## src/rtl/input_mapper_pkg.sv

```systemverilog
// input_pkg: shared types, control-layout helpers and the default keymap
// for the input_mapper block.
package input_pkg;

  // {extended, scancode}
  typedef logic [8:0] keycode_t;

  localparam keycode_t UNMAPPED = 9'h000;

  // Direction slots sit below the action buttons and never move.
  localparam int CTRL_RIGHT = 0;
  localparam int CTRL_LEFT  = 1;
  localparam int CTRL_DOWN  = 2;
  localparam int CTRL_UP    = 3;

  function automatic int CTRL_W(input int buttons);
    return buttons + 32'sd8;
  endfunction

  function automatic int CTRL_BUTTON(input int n);
    return n + 32'sd4;
  endfunction

  function automatic int CTRL_START(input int buttons);
    return buttons + 32'sd4;
  endfunction

  function automatic int CTRL_COIN(input int buttons);
    return buttons + 32'sd5;
  endfunction

  function automatic int CTRL_PAUSE(input int buttons);
    return buttons + 32'sd6;
  endfunction

  function automatic int CTRL_SERVICE(input int buttons);
    return buttons + 32'sd7;
  endfunction

  // Default scancode for one control slot. Slots are folded onto an
  // 11-entry reference layout (4 dirs, 3 buttons, start/coin/pause/service);
  // buttons past the third and players past the second stay unmapped.
  function automatic keycode_t default_key(input int player, input int ctrl, input int buttons);
    logic [3:0] slot;
    logic [1:0] pl;
    keycode_t   code;
    pl = player[1:0];
    if (ctrl < 32'sd4) begin
      slot = ctrl[3:0];
    end else if (ctrl < 32'sd4 + buttons) begin
      if (ctrl < 32'sd7) slot = ctrl[3:0];
      else               slot = 4'd15;
    end else begin
      slot = 4'(ctrl - buttons + 32'sd3);
    end
    case (pl)
      2'd0: begin
        case (slot)
          4'd0:    code = 9'h174;
          4'd1:    code = 9'h16B;
          4'd2:    code = 9'h172;
          4'd3:    code = 9'h175;
          4'd4:    code = 9'h014;
          4'd5:    code = 9'h011;
          4'd6:    code = 9'h029;
          4'd7:    code = 9'h016;
          4'd8:    code = 9'h02E;
          4'd9:    code = 9'h04D;
          4'd10:   code = 9'h046;
          default: code = UNMAPPED;
        endcase
      end
      2'd1: begin
        case (slot)
          4'd0:    code = 9'h034;
          4'd1:    code = 9'h023;
          4'd2:    code = 9'h02B;
          4'd3:    code = 9'h02D;
          4'd4:    code = 9'h01C;
          4'd5:    code = 9'h01B;
          4'd6:    code = 9'h015;
          4'd7:    code = 9'h01E;
          4'd8:    code = 9'h036;
          4'd10:   code = 9'h045;
          default: code = UNMAPPED;
        endcase
      end
      default: code = UNMAPPED;
    endcase
    return code;
  endfunction

endpackage

```

## src/rtl/input_mapper_coin_pulse.sv

```systemverilog
// coin_pulse: rising-edge one-shot. The pulse output is the value the
// consumer should register on this edge, so a registered copy rises on the
// same edge that sees the input edge and stays high COIN_PULSE cycles.
module coin_pulse #(
  parameter int COIN_PULSE = 16
) (
  input  logic clk_sys,
  input  logic rst_n,
  input  logic level,
  output logic pulse
);

  localparam int CNT_W = (COIN_PULSE > 1) ? $clog2(COIN_PULSE) : 1;

  // Cycles still to hold high after the current one.
  logic [CNT_W-1:0] cnt_r;
  logic             level_q_r;
  logic             rise_s;

  // Edge detect and pulse request; edges inside a running pulse are ignored.
  always_comb begin
    rise_s = level & ~level_q_r;
    if (cnt_r != {CNT_W{1'b0}}) pulse = 1'b1;
    else                        pulse = rise_s;
  end

  // Countdown and previous-level register.
  always_ff @(posedge clk_sys) begin
    if (!rst_n) begin
      cnt_r     <= {CNT_W{1'b0}};
      level_q_r <= 1'b0;
    end else begin
      level_q_r <= level;
      if (cnt_r != {CNT_W{1'b0}}) cnt_r <= cnt_r - 1'b1;
      else if (rise_s)            cnt_r <= CNT_W'(COIN_PULSE - 1);
      else                        cnt_r <= cnt_r;
    end
  end

endmodule

```

## src/rtl/input_mapper.sv

```systemverilog
// input_mapper: PS/2 + joystick to per-player arcade control vectors with a
// programmable keymap, coin one-shots and optional pause latching.
// Optional autofire on button 1 is built when INPUT_MAPPER_AUTOFIRE_EN is defined.
module input_mapper
  import input_pkg::*;
#(
  parameter int PLAYERS      = 2,
  parameter int BUTTONS      = 3,
  parameter int COIN_PULSE   = 16,
  parameter int PAUSE_TOGGLE = 1
`ifdef INPUT_MAPPER_AUTOFIRE_EN
  , parameter int AUTOFIRE_DIV = 4096
`endif
) (
  input  logic                                          clk_sys,
  input  logic                                          rst_n,
  input  logic [10:0]                                   ps2_key,
  input  logic [PLAYERS*CTRL_W(BUTTONS)-1:0]            joystick,
  input  logic                                          map_we,
  input  logic [$clog2(PLAYERS*CTRL_W(BUTTONS))-1:0]    map_idx,
  input  keycode_t                                      map_code,
`ifdef INPUT_MAPPER_AUTOFIRE_EN
  input  logic [PLAYERS-1:0]                            autofire,
`endif
  output logic [PLAYERS*CTRL_W(BUTTONS)-1:0]            ctrl
);

  localparam int CW      = CTRL_W(BUTTONS);
  localparam int NE      = PLAYERS * CW;
  localparam int IW      = $clog2(NE);
  localparam int B1_I    = CTRL_BUTTON(0);
  localparam int COIN_I  = CTRL_COIN(BUTTONS);
  localparam int PAUSE_I = CTRL_PAUSE(BUTTONS);
  localparam logic [IW:0] NE_L = (IW+1)'(NE);

  logic               old_toggle_r;
  logic               ev_valid_r;
  logic               ev_pressed_r;
  keycode_t           ev_code_r;
  keycode_t           keymap_r [NE];
  logic [NE-1:0]      key_state_r;
  logic [NE-1:0]      raw_s;
  logic [NE-1:0]      ctrl_next_s;
  logic [NE-1:0]      ctrl_r;
  logic [PLAYERS-1:0] coin_s;
  logic [PLAYERS-1:0] pause_raw_s;
  logic [PLAYERS-1:0] pause_next_s;
  logic [PLAYERS-1:0] pause_prev_r;
  logic [PLAYERS-1:0] pause_q_r;
  logic               map_ok_s;

  assign map_ok_s = map_we && ({1'b0, map_idx} < NE_L);
  assign raw_s    = key_state_r | joystick;
  assign ctrl     = ctrl_r;

  // Stage A: capture a key event whenever the hps_io toggle bit changes.
  // Reset reloads the toggle so the first post-reset cycle sees no event.
  always_ff @(posedge clk_sys) begin
    if (!rst_n) begin
      old_toggle_r <= ps2_key[10];
      ev_valid_r   <= 1'b0;
      ev_pressed_r <= 1'b0;
      ev_code_r    <= UNMAPPED;
    end else begin
      old_toggle_r <= ps2_key[10];
      ev_valid_r   <= (ps2_key[10] != old_toggle_r);
      ev_pressed_r <= ps2_key[9];
      ev_code_r    <= {ps2_key[8], ps2_key[7:0]};
    end
  end

  // Stage B and keymap: parallel match against the pre-write table; a write
  // replaces its entry and drops that entry's held state.
  always_ff @(posedge clk_sys) begin
    if (!rst_n) begin
      for (int i = 0; i < NE; i++) begin
        keymap_r[i] <= default_key(i / CW, i % CW, BUTTONS);
      end
      key_state_r <= {NE{1'b0}};
    end else begin
      for (int i = 0; i < NE; i++) begin
        if (map_ok_s && (map_idx == IW'(i))) begin
          keymap_r[i]    <= map_code;
          key_state_r[i] <= 1'b0;
        end else if (ev_valid_r && (keymap_r[i] != UNMAPPED) && (keymap_r[i] == ev_code_r)) begin
          keymap_r[i]    <= keymap_r[i];
          key_state_r[i] <= ev_pressed_r;
        end else begin
          keymap_r[i]    <= keymap_r[i];
          key_state_r[i] <= key_state_r[i];
        end
      end
    end
  end

  for (genvar p = 0; p < PLAYERS; p++) begin : g_coin
    coin_pulse #(.COIN_PULSE(COIN_PULSE)) u_coin (
      .clk_sys (clk_sys),
      .rst_n   (rst_n),
      .level   (raw_s[p*CW+COIN_I]),
      .pulse   (coin_s[p])
    );
  end

`ifdef INPUT_MAPPER_AUTOFIRE_EN
  localparam int AFW = (AUTOFIRE_DIV > 1) ? $clog2(AUTOFIRE_DIV) : 1;
  logic [AFW-1:0] af_cnt_r;
  logic           af_wave_r;

  // Shared autofire square wave, flipping every AUTOFIRE_DIV cycles.
  always_ff @(posedge clk_sys) begin
    if (!rst_n) begin
      af_cnt_r  <= {AFW{1'b0}};
      af_wave_r <= 1'b0;
    end else if (af_cnt_r == AFW'(AUTOFIRE_DIV - 1)) begin
      af_cnt_r  <= {AFW{1'b0}};
      af_wave_r <= ~af_wave_r;
    end else begin
      af_cnt_r  <= af_cnt_r + 1'b1;
      af_wave_r <= af_wave_r;
    end
  end
`endif

  // Next control vector: merged inputs with coin, pause and autofire overrides.
  always_comb begin
    ctrl_next_s  = raw_s;
    pause_raw_s  = {PLAYERS{1'b0}};
    pause_next_s = pause_q_r;
    for (int p = 0; p < PLAYERS; p++) begin
      pause_raw_s[p] = raw_s[p*CW+PAUSE_I];
      if (PAUSE_TOGGLE != 0) begin
        if (pause_raw_s[p] && !pause_prev_r[p]) pause_next_s[p] = ~pause_q_r[p];
        else                                    pause_next_s[p] = pause_q_r[p];
        ctrl_next_s[p*CW+PAUSE_I] = pause_next_s[p];
      end else begin
        pause_next_s[p]           = pause_q_r[p];
        ctrl_next_s[p*CW+PAUSE_I] = pause_raw_s[p];
      end
      ctrl_next_s[p*CW+COIN_I] = coin_s[p];
`ifdef INPUT_MAPPER_AUTOFIRE_EN
      if (autofire[p]) ctrl_next_s[p*CW+B1_I] = raw_s[p*CW+B1_I] & af_wave_r;
      else             ctrl_next_s[p*CW+B1_I] = raw_s[p*CW+B1_I];
`else
      ctrl_next_s[p*CW+B1_I] = raw_s[p*CW+B1_I];
`endif
    end
  end

  // Output register plus pause latch and its edge-detect history.
  always_ff @(posedge clk_sys) begin
    if (!rst_n) begin
      ctrl_r       <= {NE{1'b0}};
      pause_q_r    <= {PLAYERS{1'b0}};
      pause_prev_r <= {PLAYERS{1'b0}};
    end else begin
      ctrl_r       <= ctrl_next_s;
      pause_q_r    <= pause_next_s;
      pause_prev_r <= pause_raw_s;
    end
  end

endmodule

```

## config.mk

```make
export PLATFORM = sky130hd
export DESIGN_NAME = input_mapper
export DESIGN_NICKNAME = d
export VERILOG_FILES = /design/src/rtl/input_mapper_pkg.sv /design/src/rtl/input_mapper_coin_pulse.sv /design/src/rtl/input_mapper.sv
export SDC_FILE = /design/constraint.sdc
export NUM_CORES = 1
export LEC_CHECK = 0
export BUFFER_PORTS_ARGS = -buffer_cell sky130_fd_sc_hd__buf_4
export CAP_MARGIN = 10
export CORE_MARGIN = 2
export CORE_UTILIZATION = 42
export DETAILED_ROUTE_END_ITERATION = 8
export PLACE_DENSITY = 0.67
export REMOVE_ABC_BUFFERS = 1
export SLEW_MARGIN = 10
export SYNTH_ARGS = -nofsm -noshare
export SYNTH_HDL_FRONTEND = slang
export SYNTH_SLANG_ARGS = --single-unit
export TNS_END_PERCENT = 5
```

## constraint.sdc

```tcl
create_clock -name clk_sys -period 2.3 [get_ports clk_sys]
set_input_delay 0.23 -clock clk_sys [delete_from_list [all_inputs] [get_ports clk_sys]]
set_output_delay 0.23 -clock clk_sys [all_outputs]
set_load 0.01 [all_outputs]
```

==> impl_metrics.py <==
metrics = {
    "outcome": {
        "status": "complete, no violations",
    },
    "cts": {
        "clock_sinks": 266,
        "clk_latency_ns": 0.54,
        "cts_buffer_depth": 3,
        "cts.htree.levels": 1,
        "cts_buffers": 29,
        "path_clk_slew_ns": 0.06,
        "cts_root_buf": "clkbuf_16",
        "post_cts_buffers": 0,
        "cts_tree": "done",
    },
    "routing": {
        "post-route-drc-count": 0,
        "via_count": 8067,
        "wl_mm": 30.53,
        "vias_per_cell": 5.138,
        "drt_pass1_iterations": 5,
        "drt-initial-drc-count": 547,
        "ant_nets": 0,
        "wl_per_cell_um": 19.45,
    },
    "setup_path": {
        "crit_arrival_ns": 2.13,
        "cp.required_ns": 2.77,
        "path_class": "reg -> reg",
        "cpMaxStageDelayCell": "a2111oi_2",
        "start_kind": "register",
        "slowest_delay_ns": 0.44,
        "crit_chain": "buf_12 > xnor2_1 > nand4_1 > a2111oi_2 > mux2i_1",
        "end_kind": "register",
        "critPathMaxFanout": 22,
    },
    "global_routing": {
        "grt_pass1_vias": 7974,
        "antenna_found_initial": 0,
        "overflow": 0,
        "grt_pass1_wl_mm": 46.04,
        "grt_max_degree": 63,
        "grt.total_usage_pct": 19.37,
        "grt_use_met2_pct": 33.30,
        "met1_usage_pct": 25.78,
        "grtUsageMet3_pct": 2.396,
        "top_usage_layer": "met2",
    },
    "die": {
        "core-area_um2": 30430,
        "dieArea_um2": 32110,
        "start_util_pct": 42.36,
        "io_pins": 72,
        "chipWidth_um": 179.2,
        "die_height_um": 179.2,
        "row_count": 64,
    },
    "power_and_ir_drop": {
        "leakagePower_nw": 4.963,
        "power.density_nw_per_um2": 793.0,
        "finalPower_w": 0.01191,
        "peakVddDrop_mv": 0.5337,
    },
    "timing": {
        "finalSetupViolCount": 0,
        "final_hold_viol_count": 0,
        "relSlewSlack_pct": 66.51,
        "timing.final.crit_period_ns": 1.658,
        "finalMaxSlewViolations": 0,
        "rsz0062_at_grt": "false",
        "setup_tns_ns": 0,
        "clock_skew_ns": 0.01260,
        "max_freq_mhz": 603.1,
        "period_share_pct": 72.10,
        "worst_slew_pin_slew_ns": 0.5024,
    },
    "worst_hold_path": {
        "hold_class": "in -> reg",
    },
    "synthesis": {
        "yosys_warnings": 0,
        "synth_ff_type": "edfxtp_1",
        "synth-edff-count": 198,
        "yosys.cell_types.count": 39,
        "syn_inst": 1071,
        "synth-async-reset-ratio_pct": 0,
        "syn_area_um2": 12890,
        "seq_area_frac_synth_pct": 56.69,
        "postSynthAreaPerCell_um2": 12.04,
        "ys_seq_elements": 266,
    },
    "placed_design": {
        "gp_congestion": 0.7736,
        "portBuffers": 71,
        "dp_hpwl_mm": 17.80,
    },
    "layout": {
        "nNetsFinal": 1204,
        "layout-drive-gt1-share_pct": 12.45,
        "area_growth_pct": 16.47,
    },
    "job": {
        "drv_cap": 0,
    },
}
==> final timing paths <==
path,endpoint,slack [ns],start,cells past startpoint
worst min register to register,key_state_r[14]$_SDFFE_PP0P_,0.47,key_state_r[14]$_SDFFE_PP0P_,2
worst max register to register,key_state_r[1]$_SDFFE_PP0P_,0.64,ev_code_r[2]$_SDFF_PN0_,5
worst max-delay path,key_state_r[1]$_SDFFE_PP0P_,0.64,ev_code_r[2]$_SDFF_PN0_,5
worst min-delay path,ctrl[5]$_SDFF_PN0_,0.09,rst_n,2
==> cell usage after synthesis (2+ instances only) <==
cell       instances  area [um2]
a2111oi_1          2       20.02
a2111oi_2         15       225.2
a21boi_0           2       15.01
a21oi_1            4       20.02
and2_1           109       681.9
buf_1              2       7.510
buf_2              4       20.02
buf_4              5       37.54
buf_6             17       191.4
clkbuf_1          43       161.4
dfxtp_1           68        1361
edfxtp_1         198        5946
ha_1               2       25.02
inv_1             28       105.1
mux2i_1           24       240.2
nand2_1           72       270.3
nand2b_1          75       469.2
nand3_1            2       10.01
nand4_1           44       275.3
nand4bb_1          4       45.04
nor2_1             6       22.52
nor2b_1           12       75.07
nor3_1            34       170.2
nor3b_1            2       15.01
nor4_1            10       62.56
o211a_1            2       20.02
o21a_1            36       270.3
o21ai_0            4       20.02
o31a_1             3       26.28
o31ai_1            2       15.01
or3_1             12       75.07
or4_1             22       165.2
or4b_1             2       20.02
xnor2_1          198        1734
xnor2_2            2       32.53
==> state kept, by name, summed over array words and instances, names as in the netlist <==
name	flops
ev_pressed_r	1
old_toggle_r	1
keymap_r	198
ev_valid_r	1
g_coin.u_coin.cnt_r	8
g_coin.u_coin.level_q_r	2
pause_prev_r	2
key_state_r	22
ctrl	22
ev_code_r	9
==> power by group <==
| group | switching, W | total [W] | leakage (nW) | internal, W |
|---|---|---|---|---|
| registers | 0.000248 | 0.00585 | 2.49 | 0.00560 |
| clock network | 0.00183 | 0.00451 | 0.450 | 0.00268 |
| logic | 0.000795 | 0.00154 | 2.02 | 0.000748 |
==> metal layers <==
metal  vias to the layer above  routed length (um)
li1                       3890                   -
met1                      3938               13680
met2                       192               14690
met3                        47                1494
met4                         0                 674
met5                         -                   0
==> cell type report <==
type / instances / area (um2)
Inverter: 28 / 105.1
Clock inverter: 14 / 148.9
Fill cell: 2626 / 15420
Antenna cell: 1 / 2.502
Multi-Input combinational cell: 705 / 5045
Sequential cell: 266 / 7307
Tap cell: 396 / 495.5
Clock buffer: 38 / 769.5
Timing Repair Buffer: 122 / 1140
==> cell usage in the layout (no fill, tap or decap), types with 3 or more instances in the layout <==
master,instances
a2111oi_2,15
a21oi_1,4
and2_1,109
buf_12,11
buf_4,77
bufinv_16,3
clkbuf_1,8
clkbuf_16,29
clkinv_1,5
clkinv_2,4
dfxtp_1,68
dlygate4sd3_1,33
edfxtp_1,198
inv_1,28
mux2i_1,24
nand2_1,72
nand2b_1,75
nand4_1,44
nand4bb_1,4
nor2_1,6
nor2b_1,12
nor3_1,34
nor4_1,10
o21a_1,36
o21ai_0,4
o31a_1,3
or3_1,12
or4_1,22
xnor2_1,198
==> critical path: cells and delay by family (launching register included) <==
family	cells	cell delay, ns
compound gates	1	0.44
flops	1	0.36
buf+inv	1	0.26
mux	1	0.24
xor+xnor	1	0.15
simple gates	1	0.13
==> cell families after synthesis <==
kind of cell	share of synthesized area [%]
and+or+nand+nor	18.40
muxes	1.864
adders and majority gates	0.1941
AOI/OAI and AO/OA	4.902
xor gates and xnor gates	13.77
buffers and inverters	4.174
DFF	56.69
==> through the flow <==
stage / hold WS, ns / instance area (um2) / util [%] / std cells / worst slack [ns]
2_1_floorplan: 0.2577 / 12460 / - / 999 / 0.3497
3_3_place_gp: 0.3510 / 13760 / 45.23 / 1484 / 0.3077
3_5_place_dp: 0.3525 / 13760 / 45.23 / 1484 / 0.2858
4_1_cts: 0.06327 / 15010 / 49.33 / 1569 / 0.5990
5_1_grt: 0.07501 / 15010 / 49.33 / 1569 / 0.5214
6_report: 0.08955 / 15010 / 49.34 / 1570 / 0.6418
==> repair_timing <==
item | 4_1_cts | 5_1_grt
gates resized for setup | 0 | 0
hold buffers | 33 | 0
hold endpoints to repair | 33 | 0
endpoints found under the setup margin | 0 | 0
No activity file was read; power rests on OpenSTA's default activity.
